<file path="config.mk">
export PLATFORM = sky130hd
export DESIGN_NAME = ret_stack_ctrl_flat
export DESIGN_NICKNAME = d
export VERILOG_FILES = /design/src/rtl/ret_stack_ctrl_if.sv /design/src/rtl/ret_stack_ctrl.sv /design/src/flat_wrapper.sv
export SDC_FILE = /design/constraint.sdc
export NUM_CORES = 1
export LEC_CHECK = 0
export BUFFER_PORTS_ARGS = -buffer_cell sky130_fd_sc_hd__buf_2
export CORE_MARGIN = 10
export CORE_UTILIZATION = 52
export CTS_CLUSTER_SIZE = 20
export DETAILED_ROUTE_END_ITERATION = 6
export PLACE_DENSITY = 0.88
export SYNTH_ARGS = -nofsm -noshare
export SYNTH_HDL_FRONTEND = slang
export SYNTH_SLANG_ARGS = --single-unit
</file>
<file path="constraint.sdc">
create_clock -name clk -period 2.3 [get_ports clk]
set_clock_uncertainty 0.05 [all_clocks]
set_input_delay 0.345 -clock clk [delete_from_list [all_inputs] [get_ports clk]]
set_output_delay 0.345 -clock clk [all_outputs]
set_load 0.05 [all_outputs]
</file>
<file path="src/rtl/ret_stack_ctrl_if.sv">
// ret_stack_ctrl_if: push/pop link between the return-stack controller and the hardware Stack.
interface ret_stack_ctrl_if #(parameter int ADDR_WIDTH = 12);
    logic                  push_sig;
    logic                  pop_sig;
    logic [ADDR_WIDTH-1:0] push_data;
    logic                  overflow;
    logic [ADDR_WIDTH-1:0] pop_data;
    modport master (output push_sig, pop_sig, push_data, input overflow, pop_data);
    modport slave  (input push_sig, pop_sig, push_data, output overflow, pop_data);
endinterface

</file>
<file path="src/rtl/ret_stack_ctrl.sv">
// ret_stack_ctrl: drives a hardware Stack as a return-address stack, stalling
// the front end on returns and flagging overflow/underflow from a local count.
module ret_stack_ctrl #(
    parameter int ADDR_WIDTH = 12,
    parameter int DEPTH      = 8
) (
    input  logic                         clk,
    input  logic                         rst,
    input  logic                         is_call,
    input  logic                         is_ret,
    input  logic [ADDR_WIDTH-1:0]        pc,
    ret_stack_ctrl_if.master             sb,
    output logic                         stall,
    output logic                         redirect,
    output logic [ADDR_WIDTH-1:0]        redirect_pc,
    output logic [$clog2(DEPTH+1)-1:0]   count,
    output logic                         ovf_err,
    output logic                         unf_err,
    output logic                         ret_fault
);
    localparam int CW = $clog2(DEPTH+1);
    localparam logic [1:0] IDLE = 2'd0, POP = 2'd1, WAIT = 2'd2, REDIR = 2'd3;

    logic [1:0] state;

    assign stall = (state != IDLE);

    always_ff @(posedge clk) begin
        if (rst) begin
            state       <= IDLE;
            sb.push_sig <= 1'b0;
            sb.pop_sig  <= 1'b0;
            sb.push_data <= '0;
            redirect    <= 1'b0;
            redirect_pc <= '0;
            count       <= '0;
            ovf_err     <= 1'b0;
            unf_err     <= 1'b0;
            ret_fault   <= 1'b0;
        end else begin
            sb.push_sig <= 1'b0;
            sb.pop_sig  <= 1'b0;
            redirect    <= 1'b0;
            ret_fault   <= 1'b0;
            if (sb.overflow) ovf_err <= 1'b1;
            case (state)
                IDLE: begin
                    if (is_call && is_ret) begin
                        ret_fault <= 1'b1;
                    end else if (is_call) begin
                        // the push goes out even when full; the Stack decides what to drop
                        sb.push_sig  <= 1'b1;
                        sb.push_data <= pc + ADDR_WIDTH'(1);
                        if (count == CW'(DEPTH)) ovf_err <= 1'b1;
                        else count <= count + CW'(1);
                    end else if (is_ret) begin
                        if (count == '0) begin
                            unf_err   <= 1'b1;
                            ret_fault <= 1'b1;
                        end else begin
                            sb.pop_sig <= 1'b1;
                            count      <= count - CW'(1);
                            state      <= POP;
                        end
                    end
                end
                POP: state <= WAIT;
                WAIT: begin
                    // pop_data is valid now, one cycle after the Stack sampled pop_sig
                    redirect_pc <= sb.pop_data;
                    redirect    <= 1'b1;
                    state       <= REDIR;
                end
                default: state <= IDLE;
            endcase
        end
    end
endmodule
</file>
<file path="src/flat_wrapper.sv">
// flat-port wrapper written by rule: the top's interface ports become plain ports
module ret_stack_ctrl_flat 
#(
    parameter int ADDR_WIDTH = 12,
    parameter int DEPTH      = 8
)
  (clk, rst, is_call, is_ret, pc, stall, redirect, redirect_pc, count, ovf_err, unf_err, ret_fault, sb_push_sig, sb_pop_sig, sb_push_data, sb_overflow, sb_pop_data);
  ret_stack_ctrl_if #(.ADDR_WIDTH(ADDR_WIDTH)) sb_i ();
  input  logic clk;
  input  logic rst;
  input  logic is_call;
  input  logic is_ret;
  input  logic [ADDR_WIDTH-1:0] pc;
  output logic stall;
  output logic redirect;
  output logic [ADDR_WIDTH-1:0] redirect_pc;
  output logic [$clog2(DEPTH+1)-1:0] count;
  output logic ovf_err;
  output logic unf_err;
  output logic ret_fault;
  output wire logic [$bits(sb_i.push_sig)-1:0] sb_push_sig;
  output wire logic [$bits(sb_i.pop_sig)-1:0] sb_pop_sig;
  output wire logic [$bits(sb_i.push_data)-1:0] sb_push_data;
  input wire logic [$bits(sb_i.overflow)-1:0] sb_overflow;
  input wire logic [$bits(sb_i.pop_data)-1:0] sb_pop_data;
  assign sb_push_sig = sb_i.push_sig;
  assign sb_pop_sig = sb_i.pop_sig;
  assign sb_push_data = sb_i.push_data;
  assign sb_i.overflow = sb_overflow;
  assign sb_i.pop_data = sb_pop_data;
  ret_stack_ctrl #(.ADDR_WIDTH(ADDR_WIDTH), .DEPTH(DEPTH)) u_core (.clk(clk), .rst(rst), .is_call(is_call), .is_ret(is_ret), .pc(pc), .sb(sb_i), .stall(stall), .redirect(redirect), .redirect_pc(redirect_pc), .count(count), .ovf_err(ovf_err), .unf_err(unf_err), .ret_fault(ret_fault));
endmodule
</file>
# After elaboration in Yosys (flattened, before gate mapping)
# Cells that the tools add are included.
[classes]
mux = 21
n_reduce_logical = 12
n_addsub = 3
n_bitwise = 4
eq_ne = 9
[ops]
columns = ["operator", "count"]
rows = [
  ["4-bit 2-to-1 mux", 4],
  ["12-bit by 1-bit adder with 12-bit output (second input constant)", 1],
  ["1-bit 2-to-1 mux", 12],
  ["2-bit inequality test (second input constant)", 6],
  ["5-bit AND reduction", 2],
  ["2-bit 2-to-1 mux", 4],
  ["2-bit case mux with 3 select lines", 1],
  ["5-bit OR reduction", 1],
  ["4-bit by 1-bit adder with 4-bit output (second input constant)", 1],
  ["4-bit equality test (second input constant)", 1],
  ["4-bit zero test", 1],
  ["1-bit inverter", 4],
  ["4-bit AND reduction", 1],
  ["2-bit nonzero test", 2],
  ["4-bit by 1-bit subtractor with 4-bit output (second input constant)", 1],
  ["3-bit AND reduction", 1],
  ["3-bit OR reduction", 1],
  ["2-bit by 1-bit equality test with 1-bit output (second input constant)", 1],
  ["2-bit equality test (second input constant)", 1],
  ["2-bit zero test", 1],
  ["2-bit OR reduction", 1],
  ["1-bit logical AND", 1],
]
[totals]
register_bits = 36
word_cells = 59
inputBits = 29

# Depth between registers and ports, before layout
[logic_depth]
ltp_word = 6
depth_mapped = 7

# Least setup slack after synthesis
# OpenSTA, ideal clock, no wires.
[synth_timing]
path_kind = "reg-to-reg"
start = "register u_core.state[0]"
end = "register u_core.sb.push_data[9]"
arrival_time_ns = 1.660
slack_ns = 0.504
path_stages_with_launch = 8
t_required_ns = 2.164
setup_ns = 0.086
cell_sequence = "dfxtp_1 -> inv_1 -> ha_1 -> inv_1 -> nor3_4 -> buf_6 -> nor2_1 -> a211oi_1"
[synth_via]
elab_chain_len = 2
[synth_lines]
columns = ["item", "line_no", "source"]
rows = [
  ["start, declared", "ret_stack_ctrl.sv:24", "logic [1:0] state;"],
  ["start signal, assigned", "ret_stack_ctrl.sv:30", "state <= IDLE;"],
  ["start signal, assigned", "ret_stack_ctrl.sv:63", "state <= POP;"],
  ["start signal, assigned", "ret_stack_ctrl.sv:67", "POP: state <= WAIT;"],
  ["2-bit zero test", "ret_stack_ctrl.sv:46", "case (state)"],
  ["3-bit AND reduction (no source line)", "-", ""],
  ["end signal, assigned", "ret_stack_ctrl.sv:53", "sb.push_data <= pc + ADDR_WIDTH'(1);"],
  ["end, declared", "ret_stack_ctrl_if.sv:8", "modport master (output push_sig, pop_sig, push_data, input overflow, pop_data);"],
]
# No other way between the ends.
# A chain may end at the register's enable or synchronous reset.

# Worst setup path in the final report
[layout_timing]
start = "register u_core.state[0]"
end = "output stall"
[layout_via]
elab_chain_len = 1
[layout_lines]
columns = ["item", "line_no", "source"]
rows = [
  ["2-bit nonzero test", "ret_stack_ctrl.sv:26", "assign stall = (state != IDLE);"],
  ["end, declared", "flat_wrapper.sv:14", "output logic stall;"],
]
# No other way between the ends.

==> flow_summary.toml <==
[critical_path]
cp_data_arrival_time_ns = 1.48
r2r-end = "u_core.sb.push_data[7]$_SDFFE_PP0P_"
cp-start-kind = "register"
critPathBufInv = 3
crit_family = "buffers and inverters"
worst_ep_required_time_ns = 1.90
reg2regPathDepth = 7
cpMaxStageDelayCell = "dfxtp_1"
reg2reg_setup_slack_ns = 0.49
path_class = "register to primary output"
crit_fanout = 7
crit_chain = "inv_1 -> ha_1 -> inv_1 -> buf_2"
cpMostUsedCell = "inv_1"
end_kind = "primary output"
critPathMaxStageDelay_ns = 0.34
r2r_start = "u_core.state[0]$_SDFFE_PP0P_"

[die]
core_um2 = 3050
io_pins = 64
die_h_um = 76.7
die_x_um = 76.7
die-area_um2 = 5880
num_rows = 20
start_util_pct = 54.7

[grt]
grt_max_degree = 37
antenna_found_initial = 0
grt_overflow = 0
first_global_vias = 1444
grt_pass1_wl_mm = 6.61
grtUsageTotal_pct = 13.5

[job]
max_cap_violations = 0

[place]
dp.cells = 274
hpwl_mm = 3.14
gp_congestion = 0.770
post-place-ws_ns = 0.431
port-buffer-count = 63

[logic_synthesis]
yosysWarnings = 0
yosys.area_share.simple_pct = 20.6
synth-seq-area-share_pct = 43.2
ys_seq_elements = 36
synth_fa_ha_area_share_pct = 4.95
synth_top_family_by_area = "simple AND/OR/NAND/NOR gates"
syn_area_um2 = 1670
synth_cells = 174
synth_compound_area_share_pct = 10.9
synthTopCellsByArea = "dfxtp_1 43%, mux2i_1 8.4%, nor2_1 7.6%, a211oi_1 6.3%, ha_1 3.7%"
syn-num-nets = 209
post_synth_mux_area_share_pct = 8.40
synth_xor_area_share_pct = 6.30
syn_avg_cell_area_um2 = 9.59
synth.distinct_cells = 38
synth_top_area_share_pct = 43.2
synth_area_leader_cell = "dfxtp_1"

[cts]
root_buffer = "clkbuf_4"
post_cts_buffers = 0
cts_resized = 0
clock-sinks = 36
cts_inserted_buffers = 5
path_clk_slew_ns = 0.11
clockBufferDepth = 2
htree_levels = 2
ctsHoldBuffers = 0
clk_latency_ns = 0.35
cts_tree = "built"

[timing]
period_share_pct = 81.7
worst_slack_ns = 0.420
slew-limit-headroom_pct = 57.2
setup_viol = 0
max_freq_ghz = 0.532
hold_viol = 0
fin_crit_ns = 1.88
rsz0062_at_grt = "no"
maxSlewViolCount = 0
tightest_slew_ns = 0.641
setup_tns_ns = 0

[finish]
layoutNonFillerInstCount = 282
fin_nets = 272
final_common_cell = "buf_2"
drive_gt1_share_pct = 33.2
antenna_cells = 0
mostFrequentLayoutCells = "63 x buf_2, 36 x dfxtp_1, 34 x nor2_1"
syn_to_final_growth_pct = 22.9

[route]
drc = 0
drt_iter0_drc = 87
first_pass_iters = 5
via_per_inst = 5.17
antenna_left = 0
dr_total_vias = 1459
wl_mm = 3.92
routedWlPerCell_um = 13.9

[hold_path]
hold-path-endpoint = "u_core.sb.push_data[0]$_SDFFE_PP0P_"
hold_path.class = "input port to register"
hold_start = "pc[0]"
holdPathStages = 2

[power]
powerDensity_nw_per_um2 = 1160
leakage_nw = 0.920
ir_worst_vdd_v = 0.000602
post-layout-total-power_mw = 2.37

[outcome]
status = "complete, no violations"
==> registers in the layout, indices dropped and copies added (netlist names), 2 cells and up <==
name                 flops
u_core.state             2
u_core.sb.push_data     12
u_core.redirect_pc      12
u_core.count             4
==> stage by stage <==
step / utilization [%] / cell area [um2] / hold slack [ns]
after floorplan: - / 1670 / 0.388
after global placement: 65.2 / 1990 / 0.395
after detailed placement: 65.2 / 1990 / 0.404
after CTS: 67.2 / 2050 / 0.161
after global routing: 67.2 / 2050 / 0.155
final: 67.2 / 2050 / 0.176
==> worst reg2reg max path, stage by stage, from the launching register on <==
cell	delay [ns]
dfxtp_1	0.33
inv_1	0.07
ha_1	0.30
inv_1	0.14
nor3_4	0.41
buf_12	0.20
nor2_1	0.05
a211oi_1	0.19
==> cell type report <==
cell class              count  area (um2)
multi-input cells         124         853
clock inverters             2        10.0
fillers                   275        1000
well taps                  44        55.1
repair buffers             65         343
clock buffers               6        51.3
inverters                   5        18.8
flip-flops and latches     36         721
==> worst max-delay path by stage <==
| stage | from | end | cells past startpoint |
|---|---|---|---|
| final | u_core.state[0]$_SDFFE_PP0P_ | stall | 4 |
| after global routing | u_core.state[0]$_SDFFE_PP0P_ | u_core.sb.push_data[5]$_SDFFE_PP0P_ | 7 |
| after CTS | u_core.state[0]$_SDFFE_PP0P_ | stall | 4 |
| after detailed placement | is_call | u_core.count[3]$_SDFFE_PP0P_ | 7 |
| after global placement | is_call | u_core.count[3]$_SDFFE_PP0P_ | 7 |
| after floorplan | u_core.state[0]$_SDFFE_PP0P_ | u_core.sb.push_data[9]$_SDFFE_PP0P_ | 7 |
==> cells by family (layout without fill, tap and decap cells) <==
family,Yosys count,in the layout
AND/OR/NAND/NOR,67,67
buffers and inverters,14,78
flip-flops,36,36
adder cells (fa/ha/maj),6,6
multiplexers,14,14
AO/OA/AOI/OAI,25,25
XOR/XNOR,12,12
==> cells in the mapped netlist (all sizes together) <==
cell and n:
and4 3, nand2 9, nor2 34, xnor2 6, nor4b 1, nor4 4
o211ai 1, nand3b 1, a21oi 4, o32ai 1, nor2b 1, dfxtp 36
or4 1, ha 5, mux2i 14, fa 1, nand4 1, o21ai 2
or2b 1, nor3 4, and3b 1, inv 5, a211oi 14, and3 1
xor2 6, clkbuf 6, a31oi 1, a21boi 1, a2bb2oi 1, nand3 5
buf 3
==> routing by layer <==
metal | GRT usage [%] | wire [um]
met2 | 22.0 | 1870
met5 | 0 | 0
met4 | 6.13 | 80
met1 | 14.3 | 1670
met3 | 6.64 | 295
==> where the power goes <==
part	total (mW)	internal [mW]	switching, mW
combinational	1.17	0.361	0.810
clock	0.355	0.145	0.210
sequential	0.848	0.747	0.101
total	2.37	1.25	1.12
Power figures use the tool's default switching activity.
